### config.mk
export PLATFORM = sky130hd
export DESIGN_NAME = frank_control_unit_flat
export DESIGN_NICKNAME = d
export VERILOG_FILES = /design/src/rtl/frank_control_unit_if.sv /design/src/rtl/frank_control_unit.sv /design/src/flat_wrapper.sv
export SDC_FILE = /design/constraint.sdc
export NUM_CORES = 1
export LEC_CHECK = 0
export CELL_PAD_IN_SITES_DETAIL_PLACEMENT = 1
export CELL_PAD_IN_SITES_GLOBAL_PLACEMENT = 2
export CORE_MARGIN = 2
export CORE_UTILIZATION = 17
export CTS_CLUSTER_SIZE = 25
export DETAILED_ROUTE_END_ITERATION = 10
export PLACE_DENSITY_LB_ADDON = 0.1
export SETUP_SLACK_MARGIN = 0.15
export SYNTH_ARGS = -nofsm -noshare
export SYNTH_HDL_FRONTEND = slang
export SYNTH_SLANG_ARGS = --single-unit
### constraint.sdc
create_clock -name clk -period 3.4 [get_ports clk]
set_input_delay 0.68 -clock clk [delete_from_list [all_inputs] [get_ports clk]]
set_output_delay 0.68 -clock clk [all_outputs]
set_load 0.05 [all_outputs]
### src/rtl/frank_control_unit_if.sv
// Control bus between the FRANK6000 control unit and its datapath.
// Ports carried:
//   control_input  opcode from the instruction register (datapath -> control unit)
//   jump, j_mode   PC jump request and condition select
//   call, ret      stack push / pop of the return address ("return" is a keyword)
//   ADDRin, FRin   ADDR and FR source selects
//   WREGin         WREG source select
//   ALUin1, ALUin2 ALU operand selects
//   PCw, ADDRw, FRw, WREGw, STATUSw  register write enables
// master: control unit side. slave: datapath side.
interface frank_control_unit_if;
  logic [3:0] control_input;
  logic       jump;
  logic [1:0] j_mode;
  logic       call;
  logic       ret;
  logic       ADDRin;
  logic       FRin;
  logic [1:0] WREGin;
  logic       ALUin1;
  logic       ALUin2;
  logic       PCw;
  logic       ADDRw;
  logic       FRw;
  logic       WREGw;
  logic       STATUSw;

  modport master (
    input  control_input,
    output jump, j_mode, call, ret, ADDRin, FRin, WREGin, ALUin1, ALUin2,
    output PCw, ADDRw, FRw, WREGw, STATUSw
  );

  modport slave (
    output control_input,
    input  jump, j_mode, call, ret, ADDRin, FRin, WREGin, ALUin1, ALUin2,
    input  PCw, ADDRw, FRw, WREGw, STATUSw
  );
endinterface

### src/rtl/frank_control_unit.sv
// Instruction-sequencing control unit of the FRANK6000 8-bit CPU.
// Steps FETCH -> CYCLE1 (-> CYCLE2 for the two-execute-cycle opcodes) and
// decodes the opcode into datapath strobes, combinationally on state and opcode.
// Ports:
//   clk  rising-edge clock
//   rst  synchronous active-high reset
//   bus  control bus (master side): opcode in, strobes and selects out
module frank_control_unit (
  input  logic                        clk,
  input  logic                        rst,
  frank_control_unit_if.master        bus
);

  typedef enum logic [1:0] {
    StCycle2  = 2'b00,
    StFetch   = 2'b01,
    StCycle1  = 2'b10,
    StIllegal = 2'b11
  } unit_state_e;

  // Opcodes
  localparam logic [3:0] OpCalls = 4'h1;
  localparam logic [3:0] OpRet   = 4'h2;
  localparam logic [3:0] OpJmp   = 4'h3;
  localparam logic [3:0] OpJz    = 4'h4;
  localparam logic [3:0] OpJc    = 4'h5;
  localparam logic [3:0] OpLda   = 4'h6;
  localparam logic [3:0] OpLdw   = 4'h7;
  localparam logic [3:0] OpMovwf = 4'h8;
  localparam logic [3:0] OpMovfw = 4'h9;
  localparam logic [3:0] OpWtoa  = 4'hA;
  localparam logic [3:0] OpR1Alu = 4'hB;
  localparam logic [3:0] OpR2Flr = 4'hC;
  localparam logic [3:0] OpR2Flw = 4'hD;

  // Output words {jump, j_mode, call, ret, ADDRin, FRin, WREGin, ALUin1, ALUin2,
  //               PCw, ADDRw, FRw, WREGw, STATUSw}
  localparam logic [15:0] OCallsF  = 16'hB010;
  localparam logic [15:0] ORetF    = 16'h0810;
  localparam logic [15:0] OJmpF    = 16'h8010;
  localparam logic [15:0] OJzF     = 16'hC010;
  localparam logic [15:0] OJcF     = 16'hE010;
  localparam logic [15:0] OLdaC1   = 16'h0008;
  localparam logic [15:0] OLdwC1   = 16'h0082;
  localparam logic [15:0] OMovwfC1 = 16'h0004;
  localparam logic [15:0] OMovfwC1 = 16'h0102;
  localparam logic [15:0] OWtoaC1  = 16'h0408;
  localparam logic [15:0] OR1AluC1 = 16'h0043;
  localparam logic [15:0] OR2FlrC1 = 16'h0033;
  localparam logic [15:0] OR2FlwC1 = 16'h0021;
  localparam logic [15:0] OR2FlwC2 = 16'h0204;

  unit_state_e r_unit_state, next_state;
  logic        r_c2, next_c2;
  logic [15:0] o_word;
  logic [3:0]  op;

  assign op = bus.control_input;

  always_ff @(posedge clk) begin
    if (rst) begin
      r_unit_state <= StCycle2;
      r_c2         <= 1'b0;
    end else begin
      r_unit_state <= next_state;
      r_c2         <= next_c2;
    end
  end

  always_comb begin
    next_state = StFetch;
    next_c2    = 1'b0;
    o_word     = 16'h0000;
    unique case (r_unit_state)
      StFetch: begin
        next_state = StCycle1;
        case (op)
          OpCalls: o_word = OCallsF;
          OpRet:   o_word = ORetF;
          OpJmp:   o_word = OJmpF;
          OpJz:    o_word = OJzF;
          OpJc:    o_word = OJcF;
          default: o_word = 16'h0000;
        endcase
      end
      StCycle1: begin
        if (op == OpR2Flr || op == OpR2Flw) begin
          next_state = StCycle2;
          next_c2    = 1'b1;
        end
        case (op)
          OpLda:   o_word = OLdaC1;
          OpLdw:   o_word = OLdwC1;
          OpMovwf: o_word = OMovwfC1;
          OpMovfw: o_word = OMovfwC1;
          OpWtoa:  o_word = OWtoaC1;
          OpR1Alu: o_word = OR1AluC1;
          OpR2Flr: o_word = OR2FlrC1;
          OpR2Flw: o_word = OR2FlwC1;
          default: o_word = 16'h0000;
        endcase
      end
      StCycle2: begin
        // The post-reset CYCLE2 has r_c2 clear and must stay silent.
        if (r_c2 && op == OpR2Flw) o_word = OR2FlwC2;
      end
      StIllegal: begin
        next_state = StFetch;
      end
      default: begin
        next_state = StFetch;
      end
    endcase
  end

  assign {bus.jump, bus.j_mode, bus.call, bus.ret, bus.ADDRin, bus.FRin, bus.WREGin,
          bus.ALUin1, bus.ALUin2, bus.PCw, bus.ADDRw, bus.FRw, bus.WREGw,
          bus.STATUSw} = o_word;

endmodule

### src/flat_wrapper.sv
// flat-port wrapper written by rule: the top's interface ports become plain ports
module frank_control_unit_flat 
  (clk, rst, bus_control_input, bus_jump, bus_j_mode, bus_call, bus_ret, bus_ADDRin, bus_FRin, bus_WREGin, bus_ALUin1, bus_ALUin2, bus_PCw, bus_ADDRw, bus_FRw, bus_WREGw, bus_STATUSw);
  frank_control_unit_if bus_i ();
  input  logic clk;
  input  logic rst;
  input wire logic [$bits(bus_i.control_input)-1:0] bus_control_input;
  output wire logic [$bits(bus_i.jump)-1:0] bus_jump;
  output wire logic [$bits(bus_i.j_mode)-1:0] bus_j_mode;
  output wire logic [$bits(bus_i.call)-1:0] bus_call;
  output wire logic [$bits(bus_i.ret)-1:0] bus_ret;
  output wire logic [$bits(bus_i.ADDRin)-1:0] bus_ADDRin;
  output wire logic [$bits(bus_i.FRin)-1:0] bus_FRin;
  output wire logic [$bits(bus_i.WREGin)-1:0] bus_WREGin;
  output wire logic [$bits(bus_i.ALUin1)-1:0] bus_ALUin1;
  output wire logic [$bits(bus_i.ALUin2)-1:0] bus_ALUin2;
  output wire logic [$bits(bus_i.PCw)-1:0] bus_PCw;
  output wire logic [$bits(bus_i.ADDRw)-1:0] bus_ADDRw;
  output wire logic [$bits(bus_i.FRw)-1:0] bus_FRw;
  output wire logic [$bits(bus_i.WREGw)-1:0] bus_WREGw;
  output wire logic [$bits(bus_i.STATUSw)-1:0] bus_STATUSw;
  assign bus_i.control_input = bus_control_input;
  assign bus_jump = bus_i.jump;
  assign bus_j_mode = bus_i.j_mode;
  assign bus_call = bus_i.call;
  assign bus_ret = bus_i.ret;
  assign bus_ADDRin = bus_i.ADDRin;
  assign bus_FRin = bus_i.FRin;
  assign bus_WREGin = bus_i.WREGin;
  assign bus_ALUin1 = bus_i.ALUin1;
  assign bus_ALUin2 = bus_i.ALUin2;
  assign bus_PCw = bus_i.PCw;
  assign bus_ADDRw = bus_i.ADDRw;
  assign bus_FRw = bus_i.FRw;
  assign bus_WREGw = bus_i.WREGw;
  assign bus_STATUSw = bus_i.STATUSw;
  frank_control_unit u_core (.clk(clk), .rst(rst), .bus(bus_i));
endmodule
# Word level (Yosys, flattened, before mapping)
# Memory sizes are Yosys's and may differ from the RTL's.
# Cells that the tools add are included.
# classes
n_eq_ne	9
mux	6
n_bitwise	1
n_reduce_logical	4
# op_table
op	n
case mux 16 bit (5 select lines)	1
case mux 16 bit (3 select lines)	1
two-way mux 10 bit	1
== test 4 x 2 -> 1 bit (second input constant)	2
== test 4 x 3 -> 1 bit (second input constant)	2
== test 4 bit (second input constant)	2
== test 4 x 1 -> 1 bit (second input constant)	1
case mux 2 bit (2 select lines)	1
== test 2 x 1 -> 1 bit (second input constant)	1
== test 2 bit (second input constant)	1
zero test 2 bit	1
two-way mux 1 bit	2
OR reduction 2 bit	1
logical AND 1 bit	1
logical OR 1 bit	1
NOT 1 bit	1
# word_totals
ff_bits	3
mem_bits_ro	160
in_bits	6
out_inout_bits	16
wordCells	23
mem_count	1
# memory_table
name	words	width	read_ports	rd_clocked_by_memory_dff	write_ports	line	text
(no name shown)	16	10	1	0	0	frank_control_unit.sv:91	case (op)

# Longest topological paths before layout
# depth
depth_word	4
mapped_depth	4
ltp_nobuf	3

# Worst setup path after synthesis
# Ideal clock, no wire load.
# synth_path
path_type	input-to-output
startpoint	input port bus_control_input[3]
endpoint	output port bus_jump
arrival_ps	2274
required_time_ps	2720
path_slack_ps	446
cell_stages	2
path_cell_list	or3b_4 a211oi_1
# synth_via
elab_chain_len	3
word_cells_on_any_way	7
# synth_rtl
item	line	text
from (decl)	flat_wrapper.sv:7	input wire logic [$bits(bus_i.control_input)-1:0] bus_control_input;
== test 4 x 3 -> 1 bit (tied with other cells)	frank_control_unit.sv:77	case (op)
case mux 16 bit (5 select lines) *	frank_control_unit.sv:77	
case mux 16 bit (3 select lines) *	frank_control_unit.sv:74	unique case (r_unit_state)
to (decl)	flat_wrapper.sv:8	output wire logic [$bits(bus_i.jump)-1:0] bus_jump;
# Mark *: on every way between the ends. The rest lies on a longest branch, timed or not.

# Worst setup path after layout
# layout_path
startpoint	input port bus_control_input[2]
endpoint	output port bus_FRw
# layout_via
elab_chain_len	4
word_cells_on_any_way	5
# layout_rtl
item	line	text
parallel branches: the longest is 3 deep, another holds memory read (16 x 10 bit)	-	
case mux 16 bit (3 select lines) *	frank_control_unit.sv:74	
to (decl)	flat_wrapper.sv:19	output wire logic [$bits(bus_i.FRw)-1:0] bus_FRw;
# Every way passes the cells marked *.

==> results.toml <==
[status]
status = "finished, final reports clean"

[cells_and_area]
antennaDiodeCount = 0
nets = 78
area_growth_pct = 97.79
fillCellCount = 243
final_layout_size_suffix_gt1_share_pct = 30.99

[synthesis]
synth_seq_cells = 3
syn_nets = 55
synthXorXnorAreaFrac_pct = 2.583
yosys.area_share.simple_pct = 59.04
synthAdderAreaFrac_pct = 0
synth_top_family_by_area = "simple AND/OR/NAND/NOR gates"
syn_area_sq_um = 339.1
synth.yosys.seq_area_share_pct = 17.71
avgSynthCellArea_sq_um = 6.920
synth_cells = 49
ys_types = 22
synth-compound-area-share_pct = 15.13
muxShareOfSynthArea_pct = 0
ys_warn_count = 0

[sta]
final-hold-violation-count = 0
finalClockSkew_ns = 0.0003078
worst_pin_slew_ns = 0.4151
worst_slack_ns = 0.4401
final.period_utilization_pct = 87.06
slew_headroom_pct = 72.24
fmax_mhz = 337.9
finalSetupTns_ns = 0
final_max_slew_viol_count = 0
min_period_ns = 2.960
setup-violations-final = 0
rsz0062_at_grt = "no"

[clock_network]
cts_root_buf = "clkbuf_4"
insertion_delay_ns = 0.23
cts_tree = "done"
cts_max_path_buffers = 2
cts_resized = 0
hold_buffers = 0
clock_sinks = 3
cts_buffers = 3
htreeDepth = 1
path_clk_slew_ns = 0.04
cts_setup_buffers = 0

[placed_design]
hpwl_microns = 865.5
preCtsSetupSlack_ns = 0.4222
portBuffers = 21
gp_congestion = 0.7144

[floorplan]
rows = 16
core_area_sq_um = 1922
fp.dieH_microns = 48.66
die_x_microns = 48.66
die_area_sq_um = 2368
initial_core_util_pct = 17.64
pin_count = 22

[detailed_routing]
dr_total_vias = 442
met1_length_microns = 507
drtAntennaViolNets = 0
top_layer = "met3"
routed_wl_mm = 1.130
drcViolationCount = 0
wl_met3_microns = 68
wl_per_cell_microns = 11.53
dr.pass1.iters = 2
via_per_inst = 4.510
drtIter0Drc = 3
wl_met2_microns = 554

[setup_path]
reg2reg_from = "u_core.r_unit_state[0]$_SDFF_PP0_"
critPathBufInv = 2
cp-end-kind = "output port"
rr_worst_depth = 3
r2r-end = "u_core.r_unit_state[0]$_SDFF_PP0_"
crit_chain = "clkdlybuf4s50_1, nor2b_1, a32oi_1, nor3_1, buf_12"
crit_path_max_incr_delay_ns = 0.72
slowest_stage = "clkdlybuf4s50_1"
worstPathArrival_ns = 2.28
cp_max_fo = 13
critPathKind = "in2out"
r2r_slack_ns = 2.30
worstPathRequired_ns = 2.72
worstSetupStartpointType = "primary input"
crit_family = "buffers and inverters"
path_depth = 5

[power_and_ir_drop]
p_per_area_nw_per_um2 = 238.5
total_power_mw = 0.1600
leakage_nw = 0.2693
peakVddDrop_v = 0.0002560

[global_routing]
first_global_vias = 413
grt_max_degree = 14
antenna_found_initial = 0
grt_usage_pct = 10.28
gr-total-overflow = 0
grt_pass1_wl_mm = 1.959

[job]
maxCapViolations = 0

[min_path]
worstHoldStart = "u_core.r_unit_state[0]$_SDFF_PP0_"
hold_end = "u_core.r_unit_state[1]$_SDFF_PP0_"
hold_class = "reg2reg"
worstHoldPathCells = 2
==> routing by layer <==
metal	vias to the layer above	GRT usage, %
met1	208	13.70
met2	15	15.98
met5	-	0
met3	0	3.086
met4	0	2.857
li1	219	-
==> report_power, final <==
part	total (mW)	internal [mW]	switching, mW	leakage [nW]
Combinational	0.0564	0.0254	0.0310	0.230
Sequential	0.0400	0.0373	0.00264	0.0247
Clock	0.0636	0.0441	0.0196	0.0150
Total	0.160	0.107	0.0532	0.269
==> layout make-up <==
class	instances	area [sq um]	share of cell area, %
clock buffer	4	26.28	3.918
multi-input combinational	42	260.3	38.81
timing repair buffer	22	290.3	43.28
tap	27	33.78	5.037
sequential	3	60.06	8.955
==> cell families (layout without fill, tap and decap cells) <==
logic type | count (synthesis) | in the layout
XOR/XNOR | 1 | 1
buffers and inverters | 4 | 26
AO/OA/AOI/OAI | 6 | 6
AND/OR/NAND/NOR | 35 | 35
flip-flops | 3 | 3
==> worst min-delay path: stages (launching register included) <==
cell and delay [ns]:
dfxtp_1 0.34, nand2b_1 0.12, nor2_1 0.05
==> cell usage after synthesis <==
library cell  number  share of area (%)
a31oi_1            1                1.8
or4b_1             1                3.0
and3_1             2                3.7
nand4b_1           1                2.6
o211a_1            1                3.0
nand3b_1           3                6.6
nand2b_1           5                9.2
nor3_1             5                7.4
nand2_1            3                3.3
o32a_1             1                3.0
or3b_4             1                3.3
xnor2_1            1                2.6
dfxtp_1            3                 18
a211oi_1           1                2.2
buf_2              3                4.4
nor3b_1            1                2.2
clkbuf_1           1                1.1
and2b_1            1                2.2
nor2_1             9                 10
nor2b_1            3                5.5
o21ai_2            1                2.6
a32oi_1            1                2.6
==> per-stage QoR <==
step	utilization [%]	cells	instance area, sq um	hold slack (ns)
3_5_place_dp	33.53	94	644.4	0.5608
5_1_grt	34.90	98	670.6	0.6232
4_1_cts	34.90	98	670.6	0.5731
3_3_place_gp	33.53	94	644.4	0.5556
2_1_floorplan	-	49	339.1	0.4799
6_report	34.90	98	670.6	0.5602
==> layout by cell type (no fill, tap or decap), types with 2 or more instances in the layout <==
cell and n:
nand2_1 3, buf_4 8, dfxtp_1 3, nor3_1 5
nor2b_1 3, and3_1 2, nor2_1 9, nand3b_1 3
buf_12 9, clkbuf_4 3, clkdlybuf4s50_1 5, nand2b_1 5
==> state kept, by name, summed over array words and instances (netlist names) <==
| register | count |
|---|---|
| u_core.r_unit_state | 2 |
| u_core.r_c2 | 1 |
==> worst max path at each step <==
stage | startpoint | endpoint
3_3_place_gp | bus_control_input[2] | bus_FRw
6_report | bus_control_input[2] | bus_FRw
2_1_floorplan | bus_control_input[3] | bus_jump
4_1_cts | bus_control_input[2] | bus_FRw
5_1_grt | bus_control_input[2] | bus_FRw
3_5_place_dp | bus_control_input[2] | bus_FRw
Power figures use the tool's default switching activity.
